[config.mk]
export PLATFORM = sky130hd
export DESIGN_NAME = adc_spi_shifter
export DESIGN_NICKNAME = d
export VERILOG_FILES = /design/src/rtl/adc128s_pkg.sv /design/src/rtl/adc_spi_shifter.sv
export SDC_FILE = /design/constraint.sdc
export NUM_CORES = 1
export LEC_CHECK = 0
export ABC_CLOCK_PERIOD_IN_PS = 2100
export CELL_PAD_IN_SITES_DETAIL_PLACEMENT = 0
export CELL_PAD_IN_SITES_GLOBAL_PLACEMENT = 1
export CORE_UTILIZATION = 42
export DETAILED_ROUTE_END_ITERATION = 6
export PLACE_DENSITY = 0.86
export SETUP_SLACK_MARGIN = 0.02
export SLEW_MARGIN = 10
export SYNTH_ARGS = -nofsm -noshare
export SYNTH_HDL_FRONTEND = slang
export SYNTH_SLANG_ARGS = --single-unit
[constraint.sdc]
create_clock -name clk -period 2.1 [get_ports clk]
set_clock_uncertainty 0.1 [all_clocks]
set_input_delay 0.42 -clock clk [delete_from_list [all_inputs] [get_ports clk]]
set_output_delay 0.42 -clock clk [all_outputs]
set_load 0.005 [all_outputs]
[src/rtl/adc128s_pkg.sv]
// Shared constants and types for the ADC128S functional model.
package adc128s_pkg;

    localparam int FRAME_BITS = 16;
    localparam int DATA_BITS  = 12;
    localparam int ADDR_MSB   = 13;
    localparam int ADDR_LSB   = 11;
    localparam int ADDR_BITS  = ADDR_MSB - ADDR_LSB + 1;
    localparam int CNT_BITS   = $clog2(FRAME_BITS + 1);

    localparam logic [ADDR_BITS-1:0] CH_LFT_DEF   = 3'd0;
    localparam logic [ADDR_BITS-1:0] CH_RGHT_DEF  = 3'd4;
    localparam logic [ADDR_BITS-1:0] CH_STEER_DEF = 3'd5;
    localparam logic [ADDR_BITS-1:0] CH_BATT_DEF  = 3'd6;

    typedef logic [ADDR_BITS-1:0] ch_addr_t;
    typedef logic [DATA_BITS-1:0] sample_t;

endpackage

[src/rtl/adc_spi_shifter.sv]
// SPI mode-0 slave datapath: pin synchronizers, edge detection, bit counter,
// tx/rx shift registers. Reports frame end and whether it was exactly 16 bits.
module adc_spi_shifter
    import adc128s_pkg::*;
(
    input  logic     clk,
    input  logic     rst,
    input  logic     SS_n,
    input  logic     SCLK,
    input  logic     MOSI,
    input  sample_t  sample,
    output logic     MISO,
    output logic     ss_rise,
    output logic     frame_ok,
    output ch_addr_t rx_addr
);

    logic [2:0]              ss_sync_reg;
    logic [2:0]              sclk_sync_reg;
    logic [1:0]              mosi_sync_reg;
    logic [FRAME_BITS-1:0]   tx_reg;
    // Only the low 14 received bits are kept; the address field is the top of this window.
    logic [ADDR_MSB:0]       rx_reg;
    logic [CNT_BITS-1:0]     cnt_reg;
    logic                    ovf_reg;

    logic ss_fall;
    logic sclk_rise;
    logic sclk_fall;
    logic active;

    assign ss_fall   = ~ss_sync_reg[1] &  ss_sync_reg[2];
    assign ss_rise   =  ss_sync_reg[1] & ~ss_sync_reg[2];
    assign sclk_rise =  sclk_sync_reg[1] & ~sclk_sync_reg[2];
    assign sclk_fall = ~sclk_sync_reg[1] &  sclk_sync_reg[2];
    assign active    = ~ss_sync_reg[1];

    always_ff @(posedge clk) begin
        if (rst) begin
            ss_sync_reg   <= 3'b111;
            sclk_sync_reg <= 3'b000;
            mosi_sync_reg <= 2'b00;
            tx_reg        <= '0;
            rx_reg        <= '0;
            cnt_reg       <= '0;
            ovf_reg       <= 1'b0;
        end else begin
            ss_sync_reg   <= {ss_sync_reg[1:0], SS_n};
            sclk_sync_reg <= {sclk_sync_reg[1:0], SCLK};
            mosi_sync_reg <= {mosi_sync_reg[0], MOSI};
            // Load wins over a coincident SCLK edge, which is dropped.
            if (ss_fall) begin
                tx_reg  <= {{(FRAME_BITS-DATA_BITS){1'b0}}, sample};
                cnt_reg <= '0;
                ovf_reg <= 1'b0;
            end else if (active) begin
                if (sclk_rise) begin
                    if (cnt_reg == CNT_BITS'(FRAME_BITS)) begin
                        ovf_reg <= 1'b1;
                    end else begin
                        rx_reg  <= {rx_reg[ADDR_MSB-1:0], mosi_sync_reg[1]};
                        cnt_reg <= cnt_reg + 1'b1;
                    end
                end
                if (sclk_fall) begin
                    tx_reg <= {tx_reg[FRAME_BITS-2:0], 1'b0};
                end
            end
        end
    end

    assign MISO     = ~ss_sync_reg[2] & tx_reg[FRAME_BITS-1];
    assign frame_ok = (cnt_reg == CNT_BITS'(FRAME_BITS)) & ~ovf_reg;
    assign rx_addr  = rx_reg[ADDR_MSB:ADDR_LSB];

endmodule

==> out/results.ini, run 1 <==
[run_status]
status=finished, final reports clean

[setup_path]
end_kind=primary output
arrival_ps=1460
reg2reg_from=cnt_reg[0]
start_kind=register
worstReg2RegEnd=rx_reg[5]
reg2reg_slack_ps=390
worstPathMaxFanout=2
critPathRequiredTime_ps=1580
crit_type=reg2out
r2r_cells=7

[routing]
drt-initial-drc-count=56
drt_first_pass_iters=4
finalWirelength_um=3240
wl_per_cell_um=13.4
viasPerCell=5.22
ant_nets=0
post-route-drc-count=0
vias=1257

[yosys]
yosysSeqAreaShare_pct=49.0
synth_cell_type_count=29
synth_cells=167
postSynth.asyncResetShare_pct=0
yosys_warnings=0
synth_edf_count=0
synth_nets=186
syn_area_per_cell_um2=10.8
syn_area_mm2=0.00180
ys.flop_type=dfxtp_1
synth_seq_cells=44

[global_route]
track_usage_pct=16.5
grt_pass1_vias=1288
antenna_found_initial=0
grt_max_degree=23
overflow=0
grt_pass1_wl_um=5500

[sta]
hold_violations=0
final-setup-viol-count=0
fin_setup_tns_ps=0
max_freq_mhz=506
worstMarginPinSlew_ps=753
maxSlewHeadroom_pct=49.5
min_period_ps=1980
fin_crit_sh_pct=94.1
slew_viol_final=0
rsz0062_at_grt=no

[power]
peakVddDrop_mv=0.514
power_frac_clock_pct=41.4
seq_power_share_pct=53.1
intPower_mw=1.29
leakagePower_nw=0.753
p_sw_share_pct=20.1
power.total_mw=1.62
p_sw_mw=0.326
combPwrFrac_pct=5.5
power_density_mw_per_mm2=740

[finish]
layout.nets=209
instances_no_fill=241
areaGrowthSynthToFinish_pct=21.8
drive_above_1_share_pct=14.1
largest_register_ffs=16
num_antenna_cells=0
finish.instance_area_mm2=0.00219
final_core_util_pct=54.0

[clocking]
cts.reportedPaths.clkPinSlew_ps=80
clock_latency_ps=290
clockBufferDepth=2
cts.sinks=44
htreeDepth=2
cts_made_buffers=5
post_cts_buffers=0
cts-root-buf=clkbuf_8
cts_tree=yes

[placed_design]
dp_hpwl_um=2370
port_buffers=22
place.gp.congestion=0.792
dp_cells=233
post_dp_cell_area_mm2=0.00205

[min_path]
min_to=ss_sync_reg[1]
hp-class=reg2reg
min_delay_path_depth=1
holdCritStartpoint=ss_sync_reg[0]

[floorplan]
die_w_um=67.4
ios=23
dieArea_mm2=0.00455
initial_utilization_pct=44.3
fp-row-count=23
design.core.area_mm2=0.00406
chipHeight_um=67.4

[flow_run]
drv_cap=0

power by group through the flow:
| stage | clock, mW | sequential (mW) | combinational, mW |
|---|---|---|---|
| floorplan | 0 | 0.874 | 0.0517 |
| global placement | 0 | 0.878 | 0.0872 |
| detailed placement | 0 | 0.879 | 0.0903 |
| CTS | 0.692 | 0.859 | 0.0905 |
| global route | 0.739 | 0.862 | 0.0989 |
| finish | 0.671 | 0.859 | 0.0897 |
stage by stage:
| stage | hold WS (ps) | worst slack (ps) |
|---|---|---|
| 6_report | 323 | 125 |
| 5_1_grt | 363 | 33.9 |
| 4_1_cts | 325 | 27.7 |
| 3_5_place_dp | 302 | 0.627 |
| 3_3_place_gp | 295 | 139 |
| 2_1_floorplan | 289 | 388 |
metal layers:
metal	vias up	global-route usage [%]	wire (um)	part of all wire [%]
met3	2	5.74	90	2.8
li1	631	-	-	-
met4	0	7.71	14	0.43
met2	22	27.3	1650	51
met1	602	19.0	1480	46
met5	-	0	0	0
cell usage after synthesis, types with 3 or more instances:
cell type	instances	area (um2)
dfxtp_1	44	881
mux2i_1	21	210
nand2b_1	18	113
a22oi_1	10	75.1
o2bb2ai_1	10	87.6
clkbuf_1	8	30.0
nor2b_1	8	50.1
nor2_1	7	26.3
a21oi_1	5	25.0
nand3b_1	5	37.5
inv_1	4	15.0
buf_4	3	22.5
o21ai_0	3	15.0
area by class of cell:
class	instances	area, um2
sequential	44	882
inverter	4	15.0
tap	50	62.6
fill	355	1870
clock buffer	6	82.6
clock inverter	2	38.8
timing repair buffer	29	273
multi-input combinational	106	836
cell families after synthesis:
| logic type | count (synthesis) | synth area share [%] |
|---|---|---|
| AND/OR/NAND/NOR | 53 | 20.0 |
| multiplexers | 21 | 11.7 |
| flip-flops | 44 | 49.0 |
| adder cells (fa/ha/maj) | 2 | 1.39 |
| AO/OA/AOI/OAI | 30 | 12.4 |
| buffers and inverters | 17 | 5.50 |
layout by cell type (no fill, tap or decap), types with 2 or more instances in the layout:
| cell | Yosys | routed |
|---|---|---|
| dfxtp_1 | 44 | 43 |
| mux2i_1 | 21 | 21 |
| clkdlybuf4s50_1 | 0 | 21 |
| nand2b_1 | 18 | 18 |
| a22oi_1 | 10 | 10 |
| o2bb2ai_1 | 10 | 10 |
| nor2b_1 | 8 | 7 |
| nor2_1 | 7 | 7 |
| buf_4 | 3 | 7 |
| clkbuf_8 | 0 | 6 |
| nand3b_1 | 5 | 5 |
| a21oi_1 | 5 | 5 |
| inv_1 | 4 | 4 |
| o21ai_0 | 3 | 3 |
| or3b_2 | 2 | 2 |
| nand4_1 | 2 | 2 |
| nor3b_2 | 2 | 2 |
| or2_2 | 2 | 2 |
| ha_1 | 2 | 2 |
worst max-delay path by stage:
stage / slack [ps] / start / depth (start not counted) / endpoint
2_1_floorplan: 390 / cnt_reg[0] / 7 / rx_reg[10]
3_3_place_gp: 140 / cnt_reg[0] / 5 / frame_ok
4_1_cts: 30 / cnt_reg[1] / 5 / frame_ok
5_1_grt: 30 / cnt_reg[0] / 5 / frame_ok
3_5_place_dp: 0.6 / cnt_reg[1] / 5 / frame_ok
6_report: 120 / cnt_reg[0] / 5 / frame_ok
critical path, stage by stage (launching register included):
cell,delay (ps)
dfxtp_1,320
inv_1,80
ha_1,160
nor4bb_4,200
nor2b_2,190
clkdlybuf4s15_1,220
timing repair:
item                                    4_1_cts  5_1_grt
pin swaps                                     0        1
gates resized for setup                       5        1
endpoints found under the hold margin         0        0
hold buffers                                  0        0
endpoints found under the setup margin        1        2
Note: power is estimated with default switching activity, not from simulation.
==> run 2: changes to the inputs <==
--- a/config.mk
+++ b/config.mk
@@ -11,6 +11,7 @@
 export CORE_UTILIZATION = 42
 export DETAILED_ROUTE_END_ITERATION = 6
 export PLACE_DENSITY = 0.86
+export RECOVER_POWER = 25
 export SETUP_SLACK_MARGIN = 0.02
 export SLEW_MARGIN = 10
 export SYNTH_ARGS = -nofsm -noshare
==> run 2 against run 1 <==
Sequential share of layout area increased by 0.16 points. Sequential cell count unchanged. Wire length decreased by 0.15%. First-iteration DRC count decreased by 1.8%. Clock power about the same. Sequential power about the same. Critical path depth unchanged. Setup slack about the same. Combinational power decreased by 1%. Clock-buffer cell count unchanged. Final cell count unchanged. Largest power group unchanged.
==> out/results.ini, run 2 (same netlist as run 1, synthesis figures left out) <==
[setup_path]
cp_top_family=simple AND/OR/NAND/NOR gates
reg2reg_slack_ps=220
cp_cell_sequence=inv_1, ha_1, nor4bb_4, nor2b_2, clkdlybuf4s15_1
start_kind=register
critPathRequiredTime_ps=1580
worstReg2RegEnd=tx_reg[11]
crit_type=reg2out
r2r_cells=3
slowest_delay_ps=310
crit_buf_inv=2
critPathSlowestCell=dfxtp_1
worstPathMaxFanout=2
end_kind=primary output
reg2reg_from=sclk_sync_reg[2]
arrival_ps=1450

[finish]
largest_register_ffs=16
finish.instance_area_mm2=0.00218
num_antenna_cells=0
fillers=358
layout.nets=209
final_common_cell=dfxtp_1
layout_common_cells=43 x dfxtp_1, 21 x mux2i_1, 20 x clkdlybuf4s50_1
areaGrowthSynthToFinish_pct=21.3
drive_above_1_share_pct=13.1

[routing]
wl_met3_um=79
dr_wl_met2_um=1650
routed.top_layer=met4
finalWirelength_um=3230
wl_per_cell_um=13.4
post-route-drc-count=0
drt-initial-drc-count=55
wl_met1_um=1490
drt_first_pass_iters=4
vias=1248
ant_nets=0
viasPerCell=5.18

[sta]
slew_viol_final=0
max_freq_mhz=506
maxSlewHeadroom_pct=34.9
final-setup-viol-count=0
hold_violations=0
rsz0062_at_grt=no
worstMarginPinSlew_ps=975
fin_setup_tns_ps=0
min_period_ps=1970
fin_crit_sh_pct=94.0

[min_path]
holdCritStartpoint=ss_sync_reg[0]
min_to=ss_sync_reg[1]
min_delay_path_depth=1
hp-class=reg2reg

[clocking]
cts-root-buf=clkbuf_8
htreeDepth=2
clockBufferDepth=2
cts_made_buffers=5
post_cts_buffers=0
hold_buffers=0
cts.reportedPaths.clkPinSlew_ps=80
cts.sinks=44
cts_tree=yes
clock_latency_ps=290

[global_route]
overflow=0
grt_pass1_vias=1288
grt_pass1_wl_um=5500
track_usage_pct=16.5
antenna_found_initial=0
grt_max_degree=23

[power]
combPwrFrac_pct=5.5
power_frac_clock_pct=41.4
intPower_mw=1.29
p_sw_mw=0.326
leakagePower_nw=0.749
p_sw_share_pct=20.1
power_density_mw_per_mm2=742
seq_power_share_pct=53.1
peakVddDrop_mv=0.514

[floorplan]
die_w_um=67.4
initial_utilization_pct=44.3
fp-row-count=23
ios=23
chipHeight_um=67.4
dieArea_mm2=0.00455
design.core.area_mm2=0.00406

[placed_design]
post_dp_cell_area_mm2=0.00205
place.gp.congestion=0.792
dp_hpwl_um=2370
port_buffers=22

[run_status]
status=finished, final reports clean

[flow_run]
drv_cap=0

==> run 2: worst max-delay path by stage <==
stage                     from         end  slack [ps]  depth (start not counted)
detailed placement  cnt_reg[1]    frame_ok         0.6                          5
finish              cnt_reg[0]    frame_ok         130                          5
floorplan           cnt_reg[0]  rx_reg[10]         390                          7
CTS                 cnt_reg[1]    frame_ok          30                          5
global route        cnt_reg[0]    frame_ok          30                          5
global placement    cnt_reg[0]    frame_ok         140                          5
==> run 2: worst register-to-register path, stage by stage (launching register included) <==
cell	delay, ps
dfxtp_1	400
nor3b_1	810
mux2i_1	190
a211oi_1	290
==> run 2: layout make-up <==
| type | instances | area (um2) | share of cell area [%] |
|---|---|---|---|
| flip-flops and latches | 44 | 882 | 40.4 |
| repair buffers | 29 | 269 | 12.3 |
| inverters | 4 | 15.0 | 0.688 |
| clock inverters | 2 | 38.8 | 1.78 |
| clock buffers | 6 | 82.6 | 3.79 |
| multi-input cells | 106 | 831 | 38.1 |
| well taps | 50 | 62.6 | 2.87 |
==> run 2: what timing repair did <==
action                                  4_1_cts  5_1_grt
pin swaps                                     0        1
cloned                                        0        0
endpoints found under the setup margin        1        2
resized for setup                             5        1
==> run 2: power groups by stage <==
stage | registers, mW | clock network, mW | logic, mW
finish | 0.859 | 0.671 | 0.0884
global route | 0.862 | 0.739 | 0.0976
CTS | 0.859 | 0.692 | 0.0905
detailed placement | 0.879 | 0 | 0.0903
global placement | 0.878 | 0 | 0.0872
floorplan | 0.874 | 0 | 0.0517
==> run 2: metal layers <==
metal,GRT usage [%],vias up
li1,-,631
met3,5.74,2
met1,19.0,598
met5,0,-
met4,7.71,0
met2,27.3,17
==> run 2: through the flow <==
step | utilization, % | power, mW | instances | hold slack, ps | setup WS [ps]
CTS | 53.9 | 1.64 | 241 | 325 | 27.7
detailed placement | 50.5 | 0.969 | 233 | 302 | 0.627
global placement | 50.5 | 0.965 | 233 | 295 | 139
finish | 53.7 | 1.62 | 241 | 323 | 125
global route | 53.7 | 1.70 | 241 | 363 | 33.9
floorplan | - | 0.925 | 167 | 289 | 388
